File: config.mk
export PLATFORM = sky130hd
export DESIGN_NAME = stopwatch_core
export DESIGN_NICKNAME = d
export VERILOG_FILES = /design/src/rtl/stopwatch_pkg.sv /design/src/rtl/stopwatch_core_sync_rise.sv /design/src/rtl/stopwatch_core.sv
export SDC_FILE = /design/constraint.sdc
export NUM_CORES = 1
export LEC_CHECK = 0
export ABC_AREA = 1
export CAP_MARGIN = 20
export CORE_UTILIZATION = 30
export CTS_CLUSTER_DIAMETER = 60
export DETAILED_ROUTE_END_ITERATION = 6
export PLACE_DENSITY = 0.46
export SLEW_MARGIN = 20
export SYNTH_ARGS = -nofsm -noshare
export SYNTH_HDL_FRONTEND = slang
export SYNTH_HIERARCHICAL = 1
export SYNTH_SLANG_ARGS = --single-unit
File: constraint.sdc
create_clock -name MCLK -period 1.5 [get_ports MCLK]
set_input_delay 0.375 -clock MCLK [delete_from_list [all_inputs] [get_ports MCLK]]
set_output_delay 0.375 -clock MCLK [all_outputs]
set_load 0.1 [all_outputs]
File: src/rtl/stopwatch_pkg.sv
// Shared types and constants for the centisecond stopwatch: FSM states,
// BCD digit pairs and the wrap limits of each field.
package stopwatch_pkg;

    typedef enum logic [1:0] {
        ST_IDLE  = 2'd0,
        ST_RUN   = 2'd1,
        ST_PAUSE = 2'd2
    } sw_state_t;

    localparam int unsigned CS_MAX  = 99;
    localparam int unsigned SEC_MAX = 59;
    localparam int unsigned MIN_MAX = 59;

    typedef struct packed {
        logic [3:0] hi;
        logic [3:0] lo;
    } bcd2_t;

    typedef struct packed {
        bcd2_t min;
        bcd2_t sec;
        bcd2_t cs;
    } sw_time_t;

    function automatic bcd2_t bcd2_inc(input bcd2_t v);
        bcd2_t r;
        if (v.lo == 4'd9) begin
            r.lo = 4'd0;
            r.hi = v.hi + 4'd1;
        end else begin
            r.lo = v.lo + 4'd1;
            r.hi = v.hi;
        end
        return r;
    endfunction

    function automatic logic bcd2_is_max(input bcd2_t v, input int unsigned lim);
        return (v.hi == 4'(lim / 10)) && (v.lo == 4'(lim % 10));
    endfunction

endpackage

File: src/rtl/stopwatch_core_sync_rise.sv
// Two-flop synchronizer followed by a registered rising-edge pulse.
module sync_rise (
    input  logic MCLK,
    input  logic RESET_N,
    input  logic i_async,
    output logic o_rise
);

    logic r_meta;
    logic r_sync;
    logic r_prev;
    logic r_rise;

    always_ff @(posedge MCLK or negedge RESET_N) begin
        if (!RESET_N) begin
            r_meta <= 1'b0;
            r_sync <= 1'b0;
            r_prev <= 1'b0;
            r_rise <= 1'b0;
        end else begin
            r_meta <= i_async;
            r_sync <= r_meta;
            r_prev <= r_sync;
            r_rise <= r_sync & ~r_prev;
        end
    end

    assign o_rise = r_rise;

endmodule

File: src/rtl/stopwatch_core.sv
// Centisecond stopwatch: synchronized 100 Hz tick, start/pause/clear FSM,
// BCD mm:ss.cc counter with lap freeze and a pause blink for the display.
module stopwatch_core
    import stopwatch_pkg::*;
(
    input  logic       MCLK,
    input  logic       RESET_N,
    input  logic       CLK1,
    input  logic       CLK2,
    input  logic       BTN_SS,
    input  logic       BTN_LAP,
    output logic [7:0] MIN_BCD,
    output logic [7:0] SEC_BCD,
    output logic [7:0] CS_BCD,
    output logic       RUNNING,
    output logic       LAP_ACTIVE,
    output logic       BLINK,
    output logic       OVERFLOW
);

    logic [2:0] w_async;
    logic [2:0] w_rise;
    logic       w_tick;
    logic       w_ss;
    logic       w_lap;

    assign w_async = {BTN_LAP, BTN_SS, CLK2};

    genvar gi;
    generate
        for (gi = 0; gi < 3; gi++) begin : g_sync
            sync_rise u_sync (
                .MCLK    (MCLK),
                .RESET_N (RESET_N),
                .i_async (w_async[gi]),
                .o_rise  (w_rise[gi])
            );
        end
    endgenerate

    assign w_tick = w_rise[0];
    assign w_ss   = w_rise[1];
    assign w_lap  = w_rise[2];

    logic r_clk1_meta;
    logic r_clk1_sync;

    always_ff @(posedge MCLK or negedge RESET_N) begin
        if (!RESET_N) begin
            r_clk1_meta <= 1'b0;
            r_clk1_sync <= 1'b0;
        end else begin
            r_clk1_meta <= CLK1;
            r_clk1_sync <= r_clk1_meta;
        end
    end

    sw_state_t r_state;
    sw_state_t w_state_next;

    always_ff @(posedge MCLK or negedge RESET_N) begin
        if (!RESET_N) begin
            r_state <= ST_IDLE;
        end else begin
            r_state <= w_state_next;
        end
    end

    // Start/stop has priority; a lap pulse arriving with it is dropped.
    always_comb begin
        w_state_next = r_state;
        case (r_state)
            ST_IDLE:  if (w_ss) w_state_next = ST_RUN;
            ST_RUN:   if (w_ss) w_state_next = ST_PAUSE;
            ST_PAUSE: begin
                if (w_ss)       w_state_next = ST_RUN;
                else if (w_lap) w_state_next = ST_IDLE;
            end
            default:  w_state_next = ST_IDLE;
        endcase
    end

    always_comb begin
        RUNNING = (r_state == ST_RUN);
        BLINK   = (r_state == ST_PAUSE) ? r_clk1_sync : 1'b1;
    end

    sw_time_t r_cnt;
    sw_time_t r_snap;
    sw_time_t w_cnt_next;
    sw_time_t w_snap_next;
    sw_time_t w_disp;
    logic     r_lap;
    logic     r_ovf;
    logic     w_lap_next;
    logic     w_ovf_next;
    logic     w_inc;
    logic     w_clear;
    logic     w_lap_toggle;
    logic     w_cs_wrap;
    logic     w_sec_wrap;
    logic     w_min_wrap;

    assign w_inc        = (r_state == ST_RUN) && w_tick;
    assign w_clear      = (r_state == ST_PAUSE) && w_lap && !w_ss;
    assign w_lap_toggle = (r_state == ST_RUN) && w_lap && !w_ss;
    assign w_cs_wrap    = bcd2_is_max(r_cnt.cs,  CS_MAX);
    assign w_sec_wrap   = bcd2_is_max(r_cnt.sec, SEC_MAX);
    assign w_min_wrap   = bcd2_is_max(r_cnt.min, MIN_MAX);

    always_comb begin
        w_cnt_next = r_cnt;
        if (w_clear) begin
            w_cnt_next = '0;
        end else if (w_inc) begin
            w_cnt_next.cs = w_cs_wrap ? '0 : bcd2_inc(r_cnt.cs);
            if (w_cs_wrap) begin
                w_cnt_next.sec = w_sec_wrap ? '0 : bcd2_inc(r_cnt.sec);
                if (w_sec_wrap) begin
                    w_cnt_next.min = w_min_wrap ? '0 : bcd2_inc(r_cnt.min);
                end
            end
        end
    end

    always_comb begin
        w_ovf_next = r_ovf;
        if (w_clear) begin
            w_ovf_next = 1'b0;
        end else if (w_inc && w_cs_wrap && w_sec_wrap && w_min_wrap) begin
            w_ovf_next = 1'b1;
        end
    end

    // Snapshot captures the pre-increment count when a tick coincides.
    always_comb begin
        w_lap_next  = r_lap;
        w_snap_next = r_snap;
        if ((r_state == ST_RUN) && w_ss) begin
            w_lap_next = 1'b0;
        end else if (w_lap_toggle) begin
            w_lap_next = ~r_lap;
            if (!r_lap) w_snap_next = r_cnt;
        end else if (w_clear) begin
            w_lap_next = 1'b0;
        end
    end

    always_ff @(posedge MCLK or negedge RESET_N) begin
        if (!RESET_N) begin
            r_cnt  <= '0;
            r_snap <= '0;
            r_lap  <= 1'b0;
            r_ovf  <= 1'b0;
        end else begin
            r_cnt  <= w_cnt_next;
            r_snap <= w_snap_next;
            r_lap  <= w_lap_next;
            r_ovf  <= w_ovf_next;
        end
    end

    assign w_disp     = r_lap ? r_snap : r_cnt;
    assign MIN_BCD    = w_disp.min;
    assign SEC_BCD    = w_disp.sec;
    assign CS_BCD     = w_disp.cs;
    assign LAP_ACTIVE = r_lap;
    assign OVERFLOW   = r_ovf;

endmodule

# Word-level counts from Yosys, hierarchy flattened
# Index checks and enable logic that the tools add are counted.
[op_classes]
n_addsub = 6
n_eq_ne = 11
mux = 22
bitwise_logic = 8
n_reduce_logical = 29
[ops]
columns = ["cell", "n"]
rows = [
  ["$mux W24", 3],
  ["$mux W8", 7],
  ["$add A4 B1 Y4 const B", 6],
  ["$eq A4 B4 Y1 const B", 4],
  ["$mux W16", 1],
  ["$logic_and A1 B1 Y1", 12],
  ["$reduce_bool A3 Y1", 4],
  ["$reduce_and A3 Y1", 3],
  ["$eq A4 B3 Y1 const B", 2],
  ["$mux W2", 4],
  ["$reduce_bool A2 Y1", 4],
  ["$mux W1", 6],
  ["$pmux W2 S3", 1],
  ["$reduce_and A2 Y1", 3],
  ["$not A1 Y1", 5],
  ["$ne A2 B1 Y1 const B", 2],
  ["$reduce_and A4 Y1", 1],
  ["$and A1 B1 Y1", 3],
  ["$ne A3 B1 Y1 const B", 1],
  ["$eq A2 B1 Y1 const B", 1],
  ["$eq A2 B2 Y1 const B", 1],
  ["$logic_not A2 Y1", 1],
  ["$logic_not A1 Y1", 1],
]
[word_totals]
register_bits = 66
input_bits = 6
out_inout_bits = 28
wordCells = 105

# Depth between registers and ports, before layout
[depth]
ltp_word = 7
ltp_mapped = 10
depth_no_buf = 9

# By module
# Netlist, hierarchy kept.
[by_module_without_submodules]
columns = ["mod", "n_inst", "cells_each", "area_each_um2", "seq_area_each_um2"]
rows = [
  ["stopwatch_core", 1, 365, 2886.5, 1351.3],
  ["sync_rise", 3, 6, 110.1, 100.1],
]

# Worst setup path before layout
# OpenSTA, ideal clock, no wires.
[synth_path]
path_kind = "register -> output"
startpoint = "register r_lap, in the netlist LAP_ACTIVE"
endpoint = "output CS_BCD[1]"
arrival_ns = 3.323
t_required_ns = 1.125
path_slack_ns = -2.198
path_stages_with_launch = 4
n_path_buf = 2
cell_sequence = "dfrtp_1 > clkbuf_1 > clkbuf_1 > o21ai_0"
[synth_via]
elab_chain_cells = 1
[synth_rtl]
columns = ["element", "line_no", "rtl"]
rows = [
  ["from (decl)", "stopwatch_core.sv:93", "logic r_lap;"],
  ["from (signal assigned)", "stopwatch_core.sv:158", "r_lap <= w_lap_next;"],
  ["$mux W24", "--", ""],
  ["to (decl)", "stopwatch_core.sv:14", "output logic [7:0] CS_BCD,"],
]
# No other way between the ends.

# Worst setup path in the final report
[layout_path]
startpoint = "register r_lap, in the netlist LAP_ACTIVE"
endpoint = "output MIN_BCD[4]"
[layout_via]
elab_chain_cells = 1
[layout_rtl]
columns = ["element", "line_no", "rtl"]
rows = [
  ["$mux W24", "--", ""],
  ["to (decl)", "stopwatch_core.sv:12", "output logic [7:0] MIN_BCD,"],
]
# No other way between the ends.

==> results.env <==
DRC_VIOLATION_COUNT_AFTER_ROUTING=0
TRITONCTS='built'
DRT-MET1-WL_MM=4.068
ROUTED_WIRE_LENGTH_PER_INSTANCE_UM=13.11
POST_DRT_VIA_CELL_RATIO=4.522
TOP_LAYER_IN_USE='met4'
RATIO_OF_CELLS_WITH_DRIVE_ABOVE_1_IN_THE_FINAL_LAYOUT_PCT=36.11
CLOCK_TREE.ROOT_CELL='sky130_fd_sc_hd__clkbuf_8'
WORST_CLOCK_SKEW_PS=11.71
WORST_SKEW_PAIR.LATE_LATENCY_PS=340
GRT_START_MAX_NET_PINS=36
CTS.SINKS=66
SYNTH_AREA_LEADERS='sky130_fd_sc_hd__dfrtp_1 51%, sky130_fd_sc_hd__nand2_1 15%, sky130_fd_sc_hd__inv_1 4.8%'
DRTANTENNAVIOLNETS=0
CRITICAL_PATH_REQUIRED_PS=1120
RUN_STATUS='complete, but fails checks'
PATH_CLASS='reg -> out'
TIMING.REG2REG.SETUP_SLACK_PS=30
DETAILROUTE.VIA_COUNT=2731
FIN_UTIL_PCT=48.96
MAX-SLEW-MARGIN-REL_PCT=71.44
FILL_CELLS=979
SEQ_AREA_FRAC_SYNTH_PCT=51.34
POSTSYNTHNETCOUNT=401
WARNINGS_FROM_YOSYS=6
YOSYS-TOP-CELLS-COUNT='127 x sky130_fd_sc_hd__nand2_1, 66 x sky130_fd_sc_hd__dfrtp_1, 41 x sky130_fd_sc_hd__inv_1'
VIOLATED_CHECKS='negative setup slack'
EDFF_COUNT_SYNTH=0
TIMING.RR.START='r_state[0]$_DFFE_PN0P_'
ANTENNA_FOUND_INITIAL=0
GR-USAGE-ALL-LAYERS_PCT=15.11
YOSYS_REGISTER_BITS=66
DRT_ITER0_MARKERS=113
TYPE_OF_THE_MOST_CRITICAL_HOLD_PATH='reg -> reg'
HOLD_PATH_DEPTH=0
FINAL_HOLD_VIOL_COUNT=0
GPL.FINAL_WEIGHTED_CONGESTION=0.7609
CLKSLEWWORSTSETUPHOLDPATHS_PS=80
CTS.PATH.MAX_BUFFERS=2
TIMING.HOLD.WORST.START='g_sync[2].u_sync/r_meta$_DFF_PN0_'
ROWS=37
GRT_OVERFLOW=0
REPORT.FINAL.SETUP_VIOL=27
DRT_PASS1_ITERATIONS=4
POST_SYNTH.CELL_AREA_AVG_UM2=8.399
FINAL_MIN_PERIOD_OVER_CLOCK_PERIOD_PCT=121.8
SYNTHESIS.AREA_UM2=3217
VDD_DROP_MAX_V=0.001247
CRIT_PATH_START_KIND='register'
ASYNCSETRESETFLOPFRACSYNTH_PCT=100.0
YOSYSUNIQUECELLTYPES=26
CTS_HTREE_LEVELS=3
AREA_DELTA_SYNTH_FINAL_PCT=57.84
CTS_MADE_BUFFERS=9
DIE_Y_UM=105.6
POSTLAYOUTSETUPSLACKWORST_PS=-326.9
NETLIST.TOP_CELL.BY_AREA='sky130_fd_sc_hd__dfrtp_1'
DIE-AREA_UM2=11140
TIMING_MAX_TRANSITION_VIOLATIONS_FINAL=0
WORST_EP_ARRIVAL_TIME_PS=1450
POST-PLACE-CELLS=577
WORSTPATHMAXFANOUT=19
PLACEABLECOREAREA_UM2=10370
POSTSYNTHCELLCOUNT=383
NUMBER_OF_ANTENNA_CELLS_INSERTED=0
FIRST_GLOBAL_VIAS=2695
POWER_LEAKAGE_nW=2.410
CHIPWIDTH_UM=105.6
TIMING.CRITICAL_PATH.TO_TYPE='output pin'
DPL.HPWL_MM=5.572
LOGIC_DEPTH_OF_THE_WORST_REGISTER_TO_REGISTER_PATH=9
DOMINANTREGCELLSYNTH='sky130_fd_sc_hd__dfrtp_1'
DETAIL_ROUTE.WIRELENGTH_MM=7.916
PORT_BUFFERS=33
FINAL_NET_COUNT=481
POST_LAYOUT_NONFILLER_INSTANCES=604
WL_MET3_UM=170
MAXCAPVIOLATIONS=0
YOSYS.AREA.TOP_TYPE_SHARE_PCT=51.34
TIMING.HOLD.WORST_ENDPOINT='g_sync[2].u_sync/r_sync$_DFF_PN0_'
MET2_LENGTH_MM=3.598
FLOORPLAN.INITIALDENSITY_PCT=31.02
GRT_SETUP_UNREPAIRED='true'
PIN_COUNT=34
TIGHTEST_SLEW_PS=428.4
FMAX_MHz=547.4
POST-SYNTH-TOP-COUNT-CELL='sky130_fd_sc_hd__nand2_1'
PWR_DENSITY_CELL_nW_PER_UM2=1376
FINALWORSTPATHREQUIREDPERIOD_PS=1827
CRIT-REG2REG-CAPTURE='r_cnt[6]$_DFFE_PN0P_'
GLOBAL_ROUTE_WIRE_LENGTH_BEFORE_REPAIR_MM=13.07
[critical path, stage by stage, from the launching register on]
cell and delay (ps):
sky130_fd_sc_hd__dfrtp_4 470, sky130_fd_sc_hd__buf_12 210, sky130_fd_sc_hd__nor2_2 80, sky130_fd_sc_hd__a21oi_4 160, sky130_fd_sc_hd__buf_12 190
[layout by cell type (no fill, tap or decap), drive strengths merged]
cell           count
dfrtp             66
mux2i              1
dlygate4sd3        1
nor2              27
xor2               7
o22ai              4
ha                12
o31ai              1
clkdlybuf4s50      4
nand3b             2
a21oi              7
o21bai             1
buf               75
nand4              6
o21ai             33
inv               40
clkinvlp           1
nand3             26
nand2            133
bufinv             1
or2                2
clkbuf            13
clkinv             4
xnor2              1
[where the power goes]
part	switching (W)	internal [W]
registers	0.000122	0.00197
clock network	0.000693	0.000809
logic	0.00217	0.00122
total	0.00299	0.00400
[worst max-delay path by stage]
stage                            from               endpoint  slack [ps]  cells after the start
6_report       LAP_ACTIVE$_DFFE_PN0P_             MIN_BCD[4]        -330                      4
4_1_cts        LAP_ACTIVE$_DFFE_PN0P_             MIN_BCD[4]        -350                      4
3_5_place_dp    r_cnt[13]$_DFFE_PN0P_  r_cnt[22]$_DFFE_PN0P_         -40                      9
3_3_place_gp    r_cnt[13]$_DFFE_PN0P_  r_cnt[20]$_DFFE_PN0P_         -20                      9
5_1_grt        LAP_ACTIVE$_DFFE_PN0P_             MIN_BCD[4]        -390                      4
2_1_floorplan  LAP_ACTIVE$_DFFE_PN0P_             MIN_BCD[4]        -450                      4
[logic make-up after synthesis]
group,count (synthesis),synth area share (%)
xor gates and xnor gates,8,2.178
AOI/OAI and AO/OA,46,7.584
and+or+nand+nor,196,26.84
DFF,66,51.34
muxes,1,0.3112
adders and majority gates,12,4.667
buffers and inverters,54,7.079
[per-layer routing]
metal	vias up	GRT usage (%)
li1	1375	-
met1	1315	20.89
met2	35	23.50
met3	6	2.659
met4	0	5.952
met5	-	0
[what timing repair did]
item                                   CTS  global route
buffers inserted                         5             4
endpoints found under the hold margin   13             0
pin swaps                                5            15
cloned                                   0             2
resized for setup                       17            43
hold buffers                             1             0
setup endpoints to repair               35            62
[registers in the layout (all words and copies together) (netlist names)]
name and cells:
r_clk1_sync 1, r_cnt 24, r_snap 24, g_sync.u_sync/r_sync 3
LAP_ACTIVE 1, g_sync.u_sync/o_rise 3, r_clk1_meta 1, OVERFLOW 1
g_sync.u_sync/r_prev 3, g_sync.u_sync/r_meta 3, r_state 2
[area by class of cell]
| cell class | instances | area [µm²] | area share, % |
|---|---|---|---|
| Timing Repair Buffer | 82 | 1099 | 21.64 |
| Sequential cell | 66 | 1655 | 32.60 |
| Inverter | 41 | 167.7 | 3.302 |
| Clock inverter | 5 | 53.80 | 1.060 |
| Tap cell | 136 | 170.2 | 3.351 |
| Multi-Input combinational cell | 263 | 1790 | 35.26 |
| Clock buffer | 11 | 141.4 | 2.785 |
[metrics by stage]
step                      setup slack (ps)  total power, W  hold slack, ps  cell area, µm²  setup TNS [ps]
final                               -326.9        0.006984           352.8            5077           -7444
after global routing                -394.4        0.007340           360.1            5077           -9403
after CTS                           -351.7        0.006957           355.8            4857           -8261
after detailed placement            -35.04        0.005284           338.9            4552          -282.5
after global placement              -20.57        0.005258           335.1            4552          -123.7
after floorplan                     -445.9        0.004325           79.41            3576          -17320
(Power assumes the default switching activity.)
==> variant 1 (same flow settings) <==
Put a register stage on the outputs `MIN_BCD`, `SEC_BCD` and `CS_BCD`, cleared by the reset. The values now appear one clock later. The other outputs are not delayed to match.
--- a/src/rtl/stopwatch_core.sv
+++ b/src/rtl/stopwatch_core.sv
@@ -161,9 +161,17 @@
     end
 
     assign w_disp     = r_lap ? r_snap : r_cnt;
-    assign MIN_BCD    = w_disp.min;
-    assign SEC_BCD    = w_disp.sec;
-    assign CS_BCD     = w_disp.cs;
+    always_ff @(posedge MCLK or negedge RESET_N) begin
+        if (!RESET_N) begin
+            MIN_BCD <= '0;
+            SEC_BCD <= '0;
+            CS_BCD  <= '0;
+        end else begin
+            MIN_BCD <= w_disp.min;
+            SEC_BCD <= w_disp.sec;
+            CS_BCD  <= w_disp.cs;
+        end
+    end
     assign LAP_ACTIVE = r_lap;
     assign OVERFLOW   = r_ovf;
 
Check against the original RTL: not equivalent (a bounded check fails within 10 cycles, from zero or initial values and one cycle with RESET_N low).
==> variant 1 against the original RTL <==
The run still ends with negative setup slack left. Count of clock-buffer cells in the layout stayed put. Routed wire length grew 0.44%. Worst setup slack better by 0.17 ns. Total power grew 13%. Cell area rose by 7.2%. Area after synthesis increased by 23%. Critical path depth is the same. Sequential cell count grew 24. Sequential share of layout area is 8.8 points higher. Worst hold slack worse by 0.0036 ns. Largest cell class is now flip-flops and latches. Largest power group is now registers.
==> variant 1: results (changes against the original RTL) <==
* Leak pwr at 2.612 nW (+8.4%)
* Gr usage total at 13.24% (-1.9 points)
* Sw frac at 34.59% (-8.2 points)
* Violated checks: negative setup slack
* Mapped Nets at 427 (+6.5%)
* Synth cell count leaders: nand2_1 (117), dfrtp_1 (90), inv_1 (37), nand3_1 (25), o21ai_0 (22)
* Yosys cell types at 32 (+23%)
* CP max stage delay at 0.40 ns (-0.07 ns)
* RD Place Congestion at 0.7725 (+1.5%)
* Placed cells at 616 (+6.8%)
* Top cells by area, synth: dfrtp_1 (57%), nand2_1 (11%), ha_1 (3.8%)
* Largest net degree at the start of global routing at 46 (+28%)
* Global-route wire length before repair at 13.37 mm (+2.3%)
* Sequential Power Share at 36.9% (+7.0 points)
* Clock power share at 30.8% (+9.3 points)
* Worst ir drop on vdd at 0.5998 mV (-52%)
* Vias per inst at 4.341 (-4.0%)
* Metal-1 WL at 3.881 mm (-4.6%)
* Status: finished, violations left
* Root Buffer: clkbuf_16
* Pre-CTS WS at 0.01531 ns (+0.05035 ns)
* Metal2 WL at 3.614 mm (+0.44%)
* Seq/Total Area, Yosys at 57.02% (+5.7 points)
* Worst path slowest cell: dfrtp_1
* Placed Area at 4867 um^2 (+6.9%)
* Worst Max-Slew Pin Slew at 0.3972 ns (-0.03129 ns)
* # setup viols final at 4 (-85%)
* Critical path arrival at 1.28 ns (-0.17 ns)
* Clock transition at the registers of the reported paths at 0.06 ns (-0.02 ns)
* DP HPWL at 5.180 mm (-7.0%)
* Routed wl met3 at 243 um (+43%)
* Nets at 484 (+0.62%)
* Fillcell total at 1277 (+30%)
* Starting DRT DRC Count at 97 (-14%)
* Vias in the first global route at 2734 (+1.4%)
* Worst setup margin at -0.1524 ns (+0.1744 ns)
-- variant 1: layout make-up --
cell class              instances  share of cell area [%]
clock inverters                 5                   1.425
clock buffers                  11                   4.460
well taps                     172                   3.954
repair buffers                 58                   16.18
inverters                      43                   3.034
flip-flops and latches         90                   41.40
multi-input cells             264                   29.54
-- variant 1: repair_timing --
action / CTS / global route
resized for setup: 4 / 32
gates cloned: 1 / 0
endpoints found under the setup margin: 4 / 50
buffers inserted: 2 / 7
endpoints found under the hold margin: 2 / 0
hold buffers: 1 / 0
pin swaps: 1 / 18
-- variant 1: cells by family after synthesis --
kind of cell               after synthesis  synth area share [%]
and+or+nand+nor                        195                 24.42
buffers and inverters                   55                 5.828
AOI/OAI and AO/OA                       48                 6.937
DFF                                     90                 57.02
adders and majority gates               12                 3.801
xor gates and xnor gates                 9                 1.996
-- variant 1: worst paths after layout --
path,end,startpoint,cells past startpoint,slack [ns]
setup / recovery,BLINK,r_state[0]$_DFFE_PN0P_,4,-0.15
hold / removal,g_sync[0].u_sync/r_sync$_DFF_PN0_,g_sync[0].u_sync/r_meta$_DFF_PN0_,0,0.35
setup reg to reg,r_cnt[13]$_DFFE_PN0P_,r_cnt[1]$_DFFE_PN0P_,9,-0.01
hold reg to reg,g_sync[0].u_sync/r_sync$_DFF_PN0_,g_sync[0].u_sync/r_meta$_DFF_PN0_,0,0.35
max in group asynchronous,LAP_ACTIVE$_DFFE_PN0P_,RESET_N,3,0.69
min in group asynchronous,g_sync[0].u_sync/r_meta$_DFF_PN0_,RESET_N,2,0.37
-- variant 1: routing by layer --
metal | GRT usage, % | vias up
met1 | 17.30 | 1331
met2 | 19.68 | 43
li1 | - | 1406
met4 | 8.354 | 0
met3 | 3.217 | 11
met5 | 0 | -
==> variant 2 (same flow settings) <==
Without the edit above. The package constant `SEC_MAX` goes from 59 to 32.
--- a/src/rtl/stopwatch_pkg.sv
+++ b/src/rtl/stopwatch_pkg.sv
@@ -9,7 +9,7 @@
     } sw_state_t;
 
     localparam int unsigned CS_MAX  = 99;
-    localparam int unsigned SEC_MAX = 59;
+    localparam int unsigned SEC_MAX = 32;
     localparam int unsigned MIN_MAX = 59;
 
     typedef struct packed {
Function: same outputs for any inputs over 10 cycles, from zero or initial values and one cycle with RESET_N low; that may be too few to reach the edited logic, so the function may still have changed.
==> variant 2 against the original RTL <==
The run still ends with negative setup slack left. Worst setup slack worse by 0.016 ns. Sequential share of layout area down 0.40 points. Area after synthesis down 1.4%. Count of clock-buffer cells in the layout down 2. Non-clock buffer count up 9. First-iteration DRC count down 25%. Sequential cell count unchanged. Cell area up 1.2%. Clock skew down 0.00089 ns. Routed wire length down 2.3%. Total power up 6.0%. Critical path type unchanged. Largest cell class unchanged.
==> variant 2: results (changes against the original RTL) <==
* Status: finished, violations left
* Violated checks: negative setup slack
* Mapped Nets at 404 (+0.75%)
* Synth Instances at 389 (+1.6%)
* Post-Synth XOR/XNOR Area at 2.210% (+0.032 points)
* Share of layout cells above drive strength 1 at 39.34% (+3.2 points)
* Non-clk buf share at 22.44% (+0.81 points)
* CP max stage delay at 0.49 ns (+0.02 ns)
* Logic inverters at 36 (-12%)
* Multi-input gates at 274 (+4.2%)
* Placed cells at 593 (+2.8%)
* Nets at 493 (+2.5%)
* Max-slew headroom at 74.36% (+2.9 points)
* Setup TNS at -8.203 ns (-0.7593 ns)
* Gr usage total at 15.19% (+0.081 points)
* # setup viols final at 27 (unchanged)
* Cts repair resizes at 16 (-1)
* R2R depth at 10 (+1)
* RD Place Congestion at 0.7529 (-1.1%)
* Vias post-DR at 2777 (+1.7%)
* Sw frac at 43.66% (+0.87 points)
* Leak pwr at 2.429 nW (+0.80%)
* Clk tree area frac at 3.895% (+0.051 points)
* Pre-CTS WS at -0.01831 ns (+0.01674 ns)
* Non-clk bufs at 91 (+11%)
* Worst setup margin at -0.3425 ns (-0.01564 ns)
* Critical path arrival at 1.47 ns (+0.02 ns)
* Worst Hold Class: input port to asynchronous set/reset pin
* Synth cell count leaders: nand2_1 (139), dfrtp_1 (66), inv_1 (34), o21ai_0 (31), nand3_1 (25)
* CP Capture Point: MIN_BCD[6]
* Placed Area at 4673 um^2 (+2.7%)
## variant 2: cell count changes after synthesis, moves of 4 or more
cell and change:
nand2_1 +12, inv_1 -7, buf_2 -5, clkbuf_1 +5, nor2_1 +4, o21ai_0 +4
## variant 2: routing by layer
| layer | vias up | share of wire (%) | GRT usage (%) |
|---|---|---|---|
| met1 | 1309 | 51 | 21.02 |
| met4 | 0 | 1.1 | 4.728 |
| li1 | 1418 | - | - |
| met3 | 7 | 2.9 | 3.868 |
| met2 | 43 | 45 | 23.23 |
| met5 | - | 0 | 0 |
## variant 2: power by group through the flow
| stage | clock network, W | logic, W | registers [W] |
|---|---|---|---|
| after floorplan | 0 | 0.00233 | 0.00223 |
| after global placement | 0 | 0.00343 | 0.00216 |
| after detailed placement | 0 | 0.00346 | 0.00216 |
| after CTS | 0.00159 | 0.00358 | 0.00213 |
| after global routing | 0.00167 | 0.00391 | 0.00217 |
| final | 0.00153 | 0.00372 | 0.00214 |
